**src/rtl/float_fixed_converter_if.sv**
```systemverilog
// Handshake bundle for the float-to-fixed converter.
// master drives operands and consumes results; slave is the converter.
interface float_fixed_converter_if;
    logic        in_valid;
    logic        in_ready;
    logic [31:0] data;
    logic        out_valid;
    logic        out_ready;
    logic [21:0] result;
    logic        overflow;
    logic        underflow;
    logic        invalid;

    modport master (
        output in_valid, data, out_ready,
        input  in_ready, out_valid, result, overflow, underflow, invalid
    );

    modport slave (
        input  in_valid, data, out_ready,
        output in_ready, out_valid, result, overflow, underflow, invalid
    );
endinterface

```
**src/rtl/float_fixed_converter.sv**
```systemverilog
// IEEE-754 single -> 22-bit sign-magnitude fixed (1 int + 20 frac); FLOAT_FIXED_ROUND_EN selects round-half-away.
// Latency: 130-exp cycles (3..24) on the shift path, 1 cycle for special cases.
// Backpressure: one operand in flight; result held in DONE until out_ready, in_ready only in IDLE.
module float_fixed_converter (
    input  logic                    clk,
    input  logic                    rst_n,
    float_fixed_converter_if.slave  bus
);
    typedef enum logic [1:0] {IDLE, SHIFT, DONE} state_t;

    state_t      state;
    logic [23:0] work;
    logic [4:0]  cnt;
    logic        sign_q;
    logic        special;
    logic [21:0] result_q;
    logic        ovf_q, unf_q, inv_q;
    logic        out_valid_q, in_ready_q;

    logic        in_sign;
    logic [7:0]  in_exp;
    logic [22:0] in_frac;
    logic [7:0]  sh_full;
    logic [23:0] work_nxt;
    logic        guard;
    logic [21:0] mag_sum;
    logic        sat;
    logic        unused_bits;

    assign in_sign  = bus.data[31];
    assign in_exp   = bus.data[30:23];
    assign in_frac  = bus.data[22:0];
    assign sh_full  = 8'd130 - in_exp;
    assign work_nxt = {1'b0, work[23:1]};
    assign guard    = work[0];

`ifdef FLOAT_FIXED_ROUND_EN
    assign mag_sum = {1'b0, work_nxt[20:0]} + {21'd0, guard};
`else
    assign mag_sum = {1'b0, work_nxt[20:0]};
`endif
    // Only reachable with rounding: 0x1FFFFF + guard carries into bit 21.
    assign sat = mag_sum[21];

    assign unused_bits = ^{work_nxt[23:21], guard, sh_full[7:5]};

    assign bus.in_ready  = in_ready_q;
    assign bus.out_valid = out_valid_q;
    assign bus.result    = result_q;
    assign bus.overflow  = ovf_q;
    assign bus.underflow = unf_q;
    assign bus.invalid   = inv_q;

    always_ff @(posedge clk or negedge rst_n) begin
        if (!rst_n) begin
            state       <= IDLE;
            work        <= '0;
            cnt         <= '0;
            sign_q      <= 1'b0;
            special     <= 1'b0;
            result_q    <= '0;
            ovf_q       <= 1'b0;
            unf_q       <= 1'b0;
            inv_q       <= 1'b0;
            out_valid_q <= 1'b0;
            in_ready_q  <= 1'b1;
        end else begin
            case (state)
                IDLE: begin
                    if (bus.in_valid && in_ready_q) begin
                        in_ready_q <= 1'b0;
                        sign_q     <= in_sign;
                        work       <= {1'b1, in_frac};
                        ovf_q      <= 1'b0;
                        unf_q      <= 1'b0;
                        inv_q      <= 1'b0;
                        special    <= 1'b1;
                        state      <= SHIFT;
                        // Special cases park their answer now and surface it one edge later.
                        if (in_exp == 8'd255 && in_frac != '0) begin
                            result_q <= '0;
                            inv_q    <= 1'b1;
                        end else if (in_exp >= 8'd128) begin
                            result_q <= {in_sign, 21'h1FFFFF};
                            ovf_q    <= 1'b1;
                        end else if (in_exp == 8'd0) begin
                            result_q <= '0;
                            unf_q    <= (in_frac != '0);
                        end else if (in_exp <= 8'd105) begin
                            result_q <= '0;
                            unf_q    <= 1'b1;
                        end else begin
                            special <= 1'b0;
                            cnt     <= sh_full[4:0];
                        end
                    end
                end
                SHIFT: begin
                    if (special) begin
                        out_valid_q <= 1'b1;
                        state       <= DONE;
                    end else begin
                        work <= work_nxt;
                        cnt  <= cnt - 5'd1;
                        if (cnt == 5'd1) begin
                            out_valid_q <= 1'b1;
                            state       <= DONE;
                            if (sat) begin
                                result_q <= {sign_q, 21'h1FFFFF};
                                ovf_q    <= 1'b1;
                            end else if (mag_sum[20:0] == '0) begin
                                result_q <= '0;
                                unf_q    <= 1'b1;
                            end else begin
                                result_q <= {sign_q, mag_sum[20:0]};
                            end
                        end
                    end
                end
                DONE: begin
                    if (bus.out_ready) begin
                        out_valid_q <= 1'b0;
                        in_ready_q  <= 1'b1;
                        state       <= IDLE;
                    end
                end
                default: state <= IDLE;
            endcase
        end
    end
endmodule

```
**src/flat_wrapper.sv**
```systemverilog
// flat-port wrapper written by rule: the top's interface ports become plain ports
module float_fixed_converter_flat 
  (clk, rst_n, bus_in_valid, bus_data, bus_out_ready, bus_in_ready, bus_out_valid, bus_result, bus_overflow, bus_underflow, bus_invalid);
  float_fixed_converter_if bus_i ();
  input  logic clk;
  input  logic rst_n;
  input wire logic [$bits(bus_i.in_valid)-1:0] bus_in_valid;
  input wire logic [$bits(bus_i.data)-1:0] bus_data;
  input wire logic [$bits(bus_i.out_ready)-1:0] bus_out_ready;
  output wire logic [$bits(bus_i.in_ready)-1:0] bus_in_ready;
  output wire logic [$bits(bus_i.out_valid)-1:0] bus_out_valid;
  output wire logic [$bits(bus_i.result)-1:0] bus_result;
  output wire logic [$bits(bus_i.overflow)-1:0] bus_overflow;
  output wire logic [$bits(bus_i.underflow)-1:0] bus_underflow;
  output wire logic [$bits(bus_i.invalid)-1:0] bus_invalid;
  assign bus_i.in_valid = bus_in_valid;
  assign bus_i.data = bus_data;
  assign bus_i.out_ready = bus_out_ready;
  assign bus_in_ready = bus_i.in_ready;
  assign bus_out_valid = bus_i.out_valid;
  assign bus_result = bus_i.result;
  assign bus_overflow = bus_i.overflow;
  assign bus_underflow = bus_i.underflow;
  assign bus_invalid = bus_i.invalid;
  float_fixed_converter u_core (.clk(clk), .rst_n(rst_n), .bus(bus_i));
endmodule
```
**config.mk**
```make
export PLATFORM = sky130hd
export DESIGN_NAME = float_fixed_converter_flat
export DESIGN_NICKNAME = d
export VERILOG_FILES = /design/src/rtl/float_fixed_converter_if.sv /design/src/rtl/float_fixed_converter.sv /design/src/flat_wrapper.sv
export SDC_FILE = /design/constraint.sdc
export NUM_CORES = 1
export LEC_CHECK = 0
export ABC_AREA = 1
export ABC_CLOCK_PERIOD_IN_PS = 4000
export BUFFER_PORTS_ARGS = -buffer_cell sky130_fd_sc_hd__buf_2
export CORE_MARGIN = 1.5
export CORE_UTILIZATION = 40
export CTS_CLUSTER_DIAMETER = 30
export CTS_CLUSTER_SIZE = 10
export DETAILED_ROUTE_END_ITERATION = 10
export PLACE_DENSITY = 0.58
export SYNTH_ARGS = -nofsm -noshare
export SYNTH_HDL_FRONTEND = slang
export SYNTH_SLANG_ARGS = --single-unit
```
**constraint.sdc**
```tcl
create_clock -name clk -period 4 [get_ports clk]
set_input_delay 0.4 -clock clk [delete_from_list [all_inputs] [get_ports clk]]
set_output_delay 0.4 -clock clk [all_outputs]
set_load 0.005 [all_outputs]
```
Word-level counts from Yosys, hierarchy flattened

Index checks and enable logic that the tools add are counted.

Flip-flop bits (word level): 60
Input port bits: 36
Output and inout bits: 27
Word-level logic and storage cells: 93

$add $sub $neg: 2
$lt $le $gt $ge: 2
Equality and inequality tests: 15
Mux-type cells: 46
Reductions and logical operators: 17

Operators with widths:

| cell                                                  | count |
|---|---|
| two-way mux 22 bit                                    | 8 |
| two-way mux 24 bit                                    | 2 |
| one-hot mux 24 bit (2 select lines)                   | 1 |
| one-hot mux 22 bit (2 select lines)                   | 1 |
| two-way mux 5 bit                                     | 6 |
| nonzero test 23 bit                                   | 1 |
| zero test 21 bit                                      | 1 |
| two-way mux 1 bit                                     | 19 |
| inequality test 2 bit, second input constant          | 6 |
| AND reduction 3 bit                                   | 4 |
| one-hot mux 5 bit (2 select lines)                    | 1 |
| AND reduction 5 bit                                   | 2 |
| == test 8 bit, second input constant                  | 1 |
| >= comparator 8 bit, second input constant            | 1 |
| <= comparator 8 x 7 -> 1 bit, second input constant   | 1 |
| zero test 8 bit                                       | 1 |
| two-way mux 2 bit                                     | 4 |
| AND reduction 7 bit                                   | 1 |
| inequality test 2 x 1 -> 1 bit, second input constant | 3 |
| one-hot mux 1 bit (2 select lines)                    | 3 |
| one-hot mux 2 bit (3 select lines)                    | 1 |
| nonzero test 2 bit                                    | 3 |
| == test 5 x 1 -> 1 bit, second input constant         | 1 |
| inequality test 5 x 1 -> 1 bit, second input constant | 1 |
| other kinds (8)                                       | 9 |

Logic depth before layout (Yosys ltp)

Gate-level depths: netlist (run 1).

Depth in word-level cells: 7
Mapped depth: 13
Gate-level depth less buffers: 11

Least setup slack after synthesis (run 1)

No wires, ideal clock.

Path type: register to register
From: register u_core.state[1]
To: register u_core.result_q[10], in the netlist u_core.bus.result[10]
Setup time: 0.065 ns
Data arrival time: 1.586 ns
Required time: 3.935 ns
Path slack: 2.349 ns
Stages on the path, launching flop included: 14
Buffers on the path: 3
Period minus slack after synthesis: 1.651 ns
Cells stage by stage: dfrtp_1 inv_1 ha_1 buf_4 inv_2 buf_6 o21ai_2 nand2_2 nor2_4 inv_2 nor2_4 buf_6 nand2_1 nand2_1

Word-level cells in the longest chain between the ends: 3
Elaborated cells between the ends (all ways): 9
Classes of those cells: eq/ne (5); mux (1); reduce/logical (3)

Ends and longest elaborated chain:

| element                                                          | RTL line                     | RTL |
|---|---|---|
| start, declared                                                  | float_fixed_converter.sv:11  | `state_t state;` |
| start signal, assigned                                           | float_fixed_converter.sv:56  | `state <= IDLE;` |
| start signal, assigned                                           | float_fixed_converter.sv:78  | `state <= SHIFT;` |
| start signal, assigned                                           | float_fixed_converter.sv:101 | `state <= DONE;` |
| zero test 2 bit or == test 2 x 1 -> 1 bit (tied branches)        | float_fixed_converter.sv:68  | `case (state)` |
| inequality test 5 x 1 -> 1 bit (no line) (tied with other cells) | --                           |  |
| AND reduction 5 bit (no line)                                    | --                           |  |
| end signal, assigned                                             | float_fixed_converter.sv:84  | `result_q <= {in_sign, 21'h1FFFFF};` |
| end signal, assigned                                             | float_fixed_converter.sv:109 | `result_q <= {sign_q, 21'h1FFFFF};` |
| end signal, assigned                                             | float_fixed_converter.sv:115 | `result_q <= {sign_q, mag_sum[20:0]};` |
| end, declared                                                    | float_fixed_converter.sv:16  | `logic [21:0] result_q;` |

Parallel ways exist; a longest one is shown, timed or not.
A chain may end at the register's enable or synchronous reset.

Worst setup path in the final report (run 1)

From: register u_core.state[1]
To: register u_core.cnt[1]

Word-level cells in the longest chain between the ends: 3
Elaborated cells between the ends (all ways): 11
Classes of those cells: eq/ne (7); mux (1); reduce/logical (3)

Ends and longest elaborated chain:

| element                                                   | RTL line                     | RTL |
|---|---|---|
| == test 2 x 1 -> 1 bit or zero test 2 bit (tied branches) | float_fixed_converter.sv:68  |  |
| inequality test 2 bit (no line) (tied with other cells)   | --                           |  |
| AND reduction 7 bit (no line)                             | --                           |  |
| end signal, assigned                                      | float_fixed_converter.sv:94  | `cnt <= sh_full[4:0];` |
| end signal, assigned                                      | float_fixed_converter.sv:104 | `cnt <= cnt - 5'd1;` |
| end, declared                                             | float_fixed_converter.sv:13  | `logic [4:0] cnt;` |

Parallel ways exist; a longest one is shown, timed or not.

==> results.md, run 1 <==
* GRT Overall Usage at 19.7%
* Vias in the first global route at roughly 2800
* Largest fanout on the critical path at 30
* Port Buffers at 62
* Antenna viol nets, final at 0
* Std-Cell Rows at 32
* CP Data Required Time at ~4.2 ns
* Die width at approximately 92 um
* DPL Wire Length at ~5300 um
* Fin worst setup slack at around 1.4 ns
* Max_cap viols at 0
* Final Cycle Share at 64.0%
* Relative slew slack at about 37%
* Syn nets at roughly 470
* Worst hold path type: input pin to asynchronous set/reset pin
* Worst-margin pin slew at between 0.9 and 1 ns
* Finish-stage setup viols at 0
* CTS tree: yes
* Share of layout cells above drive strength 1 at about a fifth
* Via count at 2836
* Global-route wire length before repair at roughly 13000 um
* Synth area leaders: dfrtp_1, nand2_1, nor2_1, ha_1, o211ai_1
* DR vias/cell at between 4 and 5
* Crit path launch type: flop
* Leakage power at around 0.0019 uW
* Cell area after synthesis at 3170 um2
* Fin Clk Skew at approximately 0.013 ns
* Gr ovfl total at 0
* Ys Warns at 0
* Clock Path Buffers at 2
* Final hold vios at 0
* Clk sinks at 59
* F_max at 0.391 GHz
* I/O Pins at 63
* Pre-antenna DRT Iters at 4
* Cts repair resizes at 0
* Cell variety after synth at 28
* Crit path kind: flop to flop
* Mean post-synth cell area at about 7.5 um2
* DRC at 0
* Unrepaired setup endpoints after global routing: false
* Starting density of the core at between 40% and 50%
* Pwr Density at roughly 750 nW/um2
* Slew Viols, Final at 0
* Die height at just over 90 um
* Syn Inst Count at ~430
* Status: completed
* Number of nets in the layout at approximately 530
* WL/cell at 12.8 um
* TritonCTS buffer count at 9
* Crit-path slowest cell: inv_1
* Inserted Diodes at 0
* CP bufs+invs at 3
* Iteration-0 DRC Markers at roughly 160
* Largest net degree at the start of global routing at 33
* VDD IR max at about 0.00032 V
* Hold_buf cts at 0
* Critical path startpoint: u_core.state[1]$_DFFE_PN0P_
* Clk_lat worst skew at around 0.33 ns
* DP Worst Slack at between 1 and 1.5 ns
* Total core area at roughly 7700 um2
* CP cell instances: inv_1 > ha_1 > inv_2 > nand2_1 > o21ai_2 > nand2_2 > inv_1 > nand2_1 > nand2_1 > o21ai_0
* Cell repeated most along the worst path: nand2_1
* Largest delay share family, worst path: buffers and inverters
* Post-CTS setup buffer count at 0
* Delay of the slowest critical-path stage at between 0.5 and 0.6 ns
* Top cell type by total area after synthesis: dfrtp_1
* Post-synth top area share at a little under half
* Crit end category: flop
* Gp weighted congestion at just over 0.8
* Final TNS setup at 0 ns
* Die area at between 8000 and 9000 um2
* Design Power at 2770 uW
* Post-layout min period at around 2.6 ns
* Critical Path AT at around 2.8 ns
* Clock root buffer: clkbuf_8
* Reg clk slew, reported paths at approximately 0.08 ns
* Post-synthesis register bit count at 59
* Initial antenna violation count at 0
* Area growth syn-to-layout at 16.4%
* Final WL at between 7000 and 8000 um
* Seq/Total Area, Yosys at 46.6%
* Reg-to-reg critical path startpoint: u_core.state[1]$_DFFE_PN0P_
* # fillers at between 800 and 900
* # H-tree levels at 3
synth_stat cells:
cell	instances
inv_1	18
mux2_2	1
clkbuf_1	4
o211ai_2	1
buf_4	1
nor2_4	2
dfrtp_1	58
nor3_1	2
o22ai_1	1
buf_2	11
nand2_2	1
or2_2	2
a21oi_1	5
inv_2	3
nor2_1	46
o211ai_1	14
xnor2_1	1
nand3_1	14
buf_6	3
o21ai_0	18
o21ai_2	2
nand2_1	193
ha_1	10
xor2_1	1
nand4_1	2
dfstp_2	1
a31oi_1	9
a21o_1	1
sequential cells by signal, indices dropped and copies added, names as in the netlist:
| name | count |
|---|---|
| u_core.work | 23 |
| u_core.bus.result | 22 |
| u_core.cnt | 5 |
| u_core.state | 2 |
| u_core.bus.in_ready | 1 |
| u_core.bus.invalid | 1 |
| u_core.bus.out_valid | 1 |
| u_core.bus.overflow | 1 |
| u_core.bus.underflow | 1 |
| u_core.sign_q | 1 |
| u_core.special | 1 |
per-stage QoR:
step                hold slack (ns)  std cells  util, %  area, um2
floorplan                     0.104        425        -       3170
global placement              0.457        572     45.7       3510
detailed placement            0.460        572     45.7       3510
CTS                           0.139        587     48.0       3690
global route                  0.178        587     48.0       3690
finish                        0.127        587     48.0       3690
layout by cell type, fill, tap and decap left out:
master,count
nand2_1,193
buf_2,62
dfrtp_1,58
nor2_1,46
inv_1,18
o21ai_0,18
nand3_1,14
o211ai_1,14
clkbuf_8,12
ha_1,10
a31oi_1,9
a21oi_1,5
inv_2,3
nor3_1,2
o21ai_2,2
nor2_4,2
nand4_1,2
or2_2,2
clkinv_2,2
buf_4,2
nand2_2,1
o211ai_2,1
o22ai_1,1
a21o_1,1
mux2_2,1
xor2_1,1
xnor2_1,1
clkbuf_1,1
dfstp_2,1
power by group:
group          internal (uW)  leakage, uW  switching [uW]
sequential               874     0.000728             169
combinational            450      0.00112             783
clock                    270    0.0000953             226
worst paths after layout:
check,endpoint,slack (ns),cells after the start
max,u_core.cnt[1]$_DFFE_PN0P_,1.44,10
max reg2reg,u_core.cnt[1]$_DFFE_PN0P_,1.44,10
max in group asynchronous,u_core.bus.result[15]$_DFFE_PN0P_,3.01,2
min in group clk,u_core.work[13]$_DFFE_PN0P_,0.32,3
min reg2reg,u_core.bus.result[4]$_DFFE_PN0P_,0.47,2
min,u_core.work[8]$_DFFE_PN0P_,0.13,1
routing by layer:
| metal | wire length [um] | track usage (%) | vias to the layer above |
|---|---|---|---|
| li1 | - | - | 1458 |
| met1 | 3620 | 27.3 | 1295 |
| met2 | 3390 | 30.2 | 74 |
| met3 | 384 | 3.81 | 9 |
| met4 | 96 | 7.95 | 0 |
| met5 | 0 | 0 | - |
cell families (layout without fill, tap and decap cells):
kind of cell	Yosys count	count (layout)	share of synthesized area [%]
muxes	1	1	0.355
and+or+nand+nor	262	262	32.5
DFF	59	59	46.6
AOI/OAI and AO/OA	51	51	10.1
xor gates and xnor gates	2	2	0.552
buffers and inverters	40	100	5.99
adders and majority gates	10	10	3.94
area by class of cell:
class                   count  area, um2  area share [%]
repair buffers             64        325            8.81
clock buffers              13        169            4.57
flip-flops and latches     59       1480            40.0
well taps                 102        128            3.46
multi-input cells         326       1510            40.8
clock inverters             2       10.0           0.271
inverters                  21       78.8            2.13
(Power assumes the default switching activity.)
==> run 2: changes to the inputs <==
Settings changed: ABC_CLOCK_PERIOD_IN_PS 4000 to 2100, PLACE_DENSITY 0.58 to 0.6.
Clock period 4 ns to 2.1 ns, I/O delays scaled along.
==> results.md, run 2 (synthesis results as in run 1) <==
* Status: completed (unchanged)
* Global-route wire length before repair at 12400 um (was 13100 um)
* Relative slew slack at 32.0% (was 37.1%)
* CP Data Required Time at 2.35 ns (was 4.21 ns)
* Final Cycle Share at 90.7% (was 64.0%)
* Fraction of power consumed by sequential logic at 36.1% (was 37.6%)
* I/O Pins at 63 (unchanged)
* Total core area at 7690 um2 (unchanged)
* Inserted Diodes at 0 (unchanged)
* Post-layout min period at 1.90 ns (was 2.56 ns)
* Critical Path AT at 2.16 ns (was 2.76 ns)
* Largest delay share family, worst path: simple AND/OR/NAND/NOR gates (was buffers and inverters)
* TritonCTS buffer count at 9 (unchanged)
* Crit path launch type: flop (unchanged)
* # H-tree levels at 3 (unchanged)
* Iteration-0 DRC Markers at 154 (was 159)
* DR vias/cell at 4.88 (was 4.83)
* Die area at 8480 um2 (unchanged)
* Crit end category: flop (unchanged)
* Sw power at 2300 uW (was 1180 uW)
* Fin Clk Skew at 0.00735 ns (was 0.0132 ns)
* Worst hold path type: input pin to flop (was input pin to asynchronous set/reset pin)
* CP bufs+invs at 1 (was 3)
* Final Cell Area at 3790 um2 (was 3690 um2)
* Port Buffers at 62 (unchanged)
* Antenna viol nets, final at 0 (unchanged)
* Vias in the first global route at 2622 (was 2814)
* Slew Viols, Final at 0 (unchanged)
* Met3 Usage GRT at 2.99% (was 3.81%)
* Logic pwr share at 45.2% (was 44.5%)
* Final WL at 7490 um (unchanged)
* Pwr Density at 1450 nW/um2 (was 750 nW/um2)
* Finish-stage setup viols at 0 (unchanged)
* Leakage power at 0.00199 uW (was 0.00194 uW)
* Clk_lat worst skew at 0.34 ns (was 0.33 ns)
* Clock Path Buffers at 2 (unchanged)
* Starting density of the core at 41.3% (unchanged)
* Worst-margin pin slew at 1.02 ns (was 0.944 ns)
* Final hold vios at 0 (unchanged)
* Commonest non-fill, non-tap cell in the layout: nand2_1 (unchanged)
* Placed cell areas at 3590 um2 (was 3510 um2)
* CP cell instances: inv_1 > ha_1 > nand3_1 > nor2_1 > nand2_1 > o211ai_1 (was inv_1 > ha_1 > inv_2 > nand2_1 > o21ai_2 > nand2_2 > inv_1 > nand2_1 > nand2_1 > o21ai_0)
* Number of flip-flops in the largest register at 23 (unchanged)
* Delay of the slowest critical-path stage at 0.78 ns (was 0.58 ns)
* Clock root buffer: clkbuf_8 (unchanged)
* CTS tree: yes (unchanged)
* Placed cells at 580 (was 572)
* Design Power at 5490 uW (was 2770 uW)
* Die height at 92.1 um (unchanged)
* Final TNS setup at 0 ns (unchanged)
* DRC at 0 (unchanged)
* Crit-path slowest cell: nor2_1 (was inv_1)
* Finished Layout Cells at 597 (was 587)
* Net Sw Frac at 41.9% (was 42.5%)
* Largest fanout on the critical path at 14 (was 30)
* GRT Overall Usage at 18.6% (was 19.7%)
* Gp weighted congestion at 0.813 (was 0.810)
* Clk pwr share at 18.8% (was 17.9%)
* Clk sinks at 59 (unchanged)
* Commonest cells after routing, fill and taps aside: nand2_1, buf_2, dfrtp_1 (unchanged)
* Max_cap viols at 0 (unchanged)
* Largest net degree at the start of global routing at 39 (was 33)
* Share of layout cells above drive strength 1 at 20.4% (was 18.8%)
* VDD IR max at 0.000683 V (was 0.000321 V)
* Crit path kind: flop to flop (unchanged)
* Via count at 2915 (was 2836)
* Internal at 3190 uW (was 1590 uW)
* Reg clk slew, reported paths at 0.07 ns (was 0.08 ns)
* Pre-antenna DRT Iters at 4 (unchanged)
* DPL Wire Length at 5300 um (was 5330 um)
* Std-Cell Rows at 32 (unchanged)
* Gr busiest metal: met1 (was met2)
* Unrepaired setup endpoints after global routing: false (unchanged)
* Area growth syn-to-layout at 19.6% (was 16.4%)
* Number of nets in the layout at 536 (was 527)
* Met2 Usage GRT at 27.3% (was 30.2%)
* Largest Register: u_core.work (unchanged)
* Met1 Resource Use GR at 27.6% (was 27.3%)
* WL/cell at 12.6 um (was 12.8 um)
* Initial antenna violation count at 0 (unchanged)
* Gr ovfl total at 0 (unchanged)
* Die width at 92.1 um (unchanged)
* F_max at 0.525 GHz (was 0.391 GHz)
run 2: area by class of cell:
cell class	count	area, um2
Clock inverter	5	52.6
Inverter	21	78.8
Multi-Input combinational cell	326	1510
Sequential cell	59	1480
Fill cell	795	3890
Clock buffer	11	141
Timing Repair Buffer	73	408
Tap cell	102	128
run 2: layer usage:
| metal | routed length, um | vias to the layer above |
|---|---|---|
| met1 | 3850 | 1354 |
| met3 | 408 | 10 |
| met2 | 3150 | 64 |
| li1 | - | 1487 |
| met4 | 85 | 0 |
| met5 | 0 | - |
run 2: worst min-delay path: stages:
cell	delay, ns
buf_2	0.09
nand2_1	0.05
o211ai_1	0.07
run 2: repair_timing:
action / in CTS / in global routing
gates resized for setup: 0 / 1
hold buffers: 1 / 0
endpoints found under the hold margin: 20 / 0
buffers inserted: 0 / 0
endpoints found under the setup margin: 0 / 22
run 2: metrics by stage:
stage | hold WS (ns) | utilization, % | worst slack (ns)
floorplan | -0.0856 | - | 0.449
global placement | 0.224 | 46.7 | 0.216
detailed placement | 0.224 | 46.7 | 0.158
CTS | 0.115 | 49.3 | 0.114
global route | 0.134 | 49.3 | 0.0192
finish | 0.120 | 49.3 | 0.196
run 2: power by group through the flow:
| stage | clock network, uW | logic [uW] | registers, uW |
|---|---|---|---|
| global placement | 0 | 2480 | 1990 |
| floorplan | 0 | 1820 | 1960 |
| CTS | 1050 | 2520 | 1980 |
| finish | 1030 | 2480 | 1980 |
| global route | 1100 | 2880 | 2040 |
| detailed placement | 0 | 2510 | 1990 |
run 2: worst paths after layout:
| kind | startpoint | endpoint | slack, ns | cells past startpoint |
|---|---|---|---|---|
| setup / recovery | u_core.state[1]$_DFFE_PN0P_ | u_core.work[8]$_DFFE_PN0P_ | 0.20 | 6 |
| hold / removal | bus_data[9] | u_core.work[9]$_DFFE_PN0P_ | 0.12 | 3 |
| setup reg to reg | u_core.state[1]$_DFFE_PN0P_ | u_core.work[8]$_DFFE_PN0P_ | 0.20 | 6 |
| hold reg to reg | u_core.bus.result[8]$_DFFE_PN0P_ | u_core.bus.result[8]$_DFFE_PN0P_ | 0.47 | 2 |
| max in group asynchronous | rst_n | u_core.work[19]$_DFFE_PN0P_ | 1.11 | 3 |
| min in group asynchronous | rst_n | u_core.bus.out_valid$_DFFE_PN0P_ | 0.39 | 2 |
==> run 3: changes to the inputs <==
Settings changed: RECOVER_POWER set to 25.
==> results.md, run 3 (synthesis results as in run 1) <==
* DRC at 0 (unchanged)
* Largest fanout on the critical path at 14 (unchanged)
* DPL Wire Length at 5300 um (unchanged)
* Port Buffers at 62 (unchanged)
* Relative slew slack at 15.4% (was 32.0%)
* Via count at 2922 (was 2915)
* Pre-antenna DRT Iters at 4 (unchanged)
* Std-Cell Rows at 32 (unchanged)
* Slew Viols, Final at 0 (unchanged)
* Post-layout min period at 1.91 ns (was 1.90 ns)
* Die area at 8480 um2 (unchanged)
* Commonest cells after routing, fill and taps aside: nand2_1, buf_2, dfrtp_1 (unchanged)
* Worst path depth at 6 (unchanged)
* Finished Core Util at 49.3% (about the same)
* Worst hold path type: input pin to flop (unchanged)
* Final hold vios at 0 (unchanged)
* Number of flip-flops in the largest register at 23 (unchanged)
* Final hold slack at 0.121 ns (was 0.120 ns)
* Starting density of the core at 41.3% (unchanged)
* Clk_lat worst skew at 0.34 ns (about the same)
* TritonCTS buffer count at 9 (unchanged)
* Worst-margin pin slew at 1.27 ns (was 1.02 ns)
* Inserted Diodes at 0 (unchanged)
* Reg clk slew, reported paths at 0.07 ns (about the same)
* Worst Reg-to-Reg Cells at 6 (unchanged)
* Gp weighted congestion at 0.813 (unchanged)
* DR vias/cell at 4.89 (was 4.88)
* Final Cycle Share at 90.7% (about the same)
* Global-route wire length before repair at 12400 um (unchanged)
* Reg area at 1480 um2 (unchanged)
* Worst hold path depth at 3 (unchanged)
* Max_cap viols at 0 (unchanged)
* Largest net degree at the start of global routing at 39 (unchanged)
* I/O Pins at 63 (unchanged)
* # H-tree levels at 3 (unchanged)
* Vias in the first global route at 2622 (unchanged)
* Area growth syn-to-layout at 19.5% (was 19.6%)
* Area of the multi-input gates at 1510 um2 (unchanged)
* Largest Register: u_core.work (unchanged)
* Antenna viol nets, final at 0 (unchanged)
* Crit end category: flop (unchanged)
* Crit path kind: flop to flop (unchanged)
* Total core area at 7690 um2 (unchanged)
* Placed cells at 580 (unchanged)
* Unrepaired setup endpoints after global routing: false (unchanged)
* Clock root buffer: clkbuf_8 (unchanged)
* Die height at 92.1 um (unchanged)
* Delay of the slowest critical-path stage at 0.78 ns (about the same)
* Final TNS setup at 0 ns (unchanged)
* Initial antenna violation count at 0 (unchanged)
* Commonest non-fill, non-tap cell in the layout: nand2_1 (unchanged)
* Iteration-0 DRC Markers at 156 (was 154)
* Largest delay share family, worst path: simple AND/OR/NAND/NOR gates (unchanged)
* Status: completed (unchanged)
* Design Power at 5490 uW (about the same)
* Finished Layout Cells at 597 (unchanged)
* CP Data Required Time at 2.35 ns (about the same)
* Final WL at 7490 um (about the same)
* Share of layout cells above drive strength 1 at 20.0% (was 20.4%)
* Crit path launch type: flop (unchanged)
* Die width at 92.1 um (unchanged)
* Number of nets in the layout at 536 (unchanged)
* CP bufs+invs at 1 (unchanged)
* Finish-stage setup viols at 0 (unchanged)
* Gr ovfl total at 0 (unchanged)
* Critical Path AT at 2.16 ns (about the same)
* F_max at 0.525 GHz (about the same)
* Clk sinks at 59 (unchanged)
* Leakage power at 0.00199 uW (about the same)
* Fin Clk Skew at 0.00740 ns (was 0.00735 ns)
* WL/cell at 12.5 um (was 12.6 um)
* CP cell instances: inv_1 > ha_1 > nand3_1 > nor2_1 > nand2_1 > o211ai_1 (unchanged)
* CTS tree: yes (unchanged)
* VDD IR max at 0.000682 V (was 0.000683 V)
* GRT Overall Usage at 18.6% (unchanged)
* Crit-path slowest cell: nor2_1 (unchanged)
* Pwr Density at 1450 nW/um2 (about the same)
* # fillers at 797 (was 795)
* Clock Path Buffers at 2 (unchanged)
run 3: layout make-up:
cell class	count	area share (%)
multi-input cells	326	39.8
clock buffers	11	3.73
flip-flops and latches	59	39.0
well taps	102	3.37
clock inverters	5	1.39
repair buffers	73	10.7
inverters	21	2.08
run 3: routing by layer:
metal,wire length [um],up-vias,global-route usage (%)
met5,0,-,0
met4,85,0,6.54
met3,427,10,2.99
met2,3160,66,27.3
met1,3820,1359,27.6
li1,-,1487,-
run 3: repair_timing:
action / CTS / global route
buffers inserted: 0 / 0
endpoints found under the hold margin: 20 / 0
resized for setup: 0 / 1
hold buffers: 1 / 0
setup endpoints to repair: 0 / 22
run 3: final timing paths:
path / startpoint / end / slack, ns
max in group asynchronous: rst_n / u_core.work[19]$_DFFE_PN0P_ / 0.60
worst min-delay path: bus_data[9] / u_core.work[9]$_DFFE_PN0P_ / 0.12
worst max register to register: u_core.state[1]$_DFFE_PN0P_ / u_core.work[8]$_DFFE_PN0P_ / 0.19
worst max-delay path: u_core.state[1]$_DFFE_PN0P_ / u_core.work[8]$_DFFE_PN0P_ / 0.19
worst min register to register: u_core.bus.result[8]$_DFFE_PN0P_ / u_core.bus.result[8]$_DFFE_PN0P_ / 0.47
min in group asynchronous: rst_n / u_core.bus.out_valid$_DFFE_PN0P_ / 0.68
run 3: through the flow:
stage / cell area, um2 / worst slack, ns
final: 3790 / 0.195
after global routing: 3790 / 0.0192
after CTS: 3790 / 0.114
after detailed placement: 3590 / 0.158
after global placement: 3590 / 0.216
after floorplan: 3170 / 0.449
run 3: worst register-to-register path, delay by kind of cell (launching register included):
family          cells  cell delay, ns
fa+ha+maj           1            0.17
flops               1            0.38
compound gates      1            0.14
simple gates        3            1.02
buf+inv             1            0.11
run 3: power breakdown:
part	total [uW]	switching, uW	internal (uW)
clock	1030	456	574
combinational	2480	1530	952
sequential	1980	318	1660
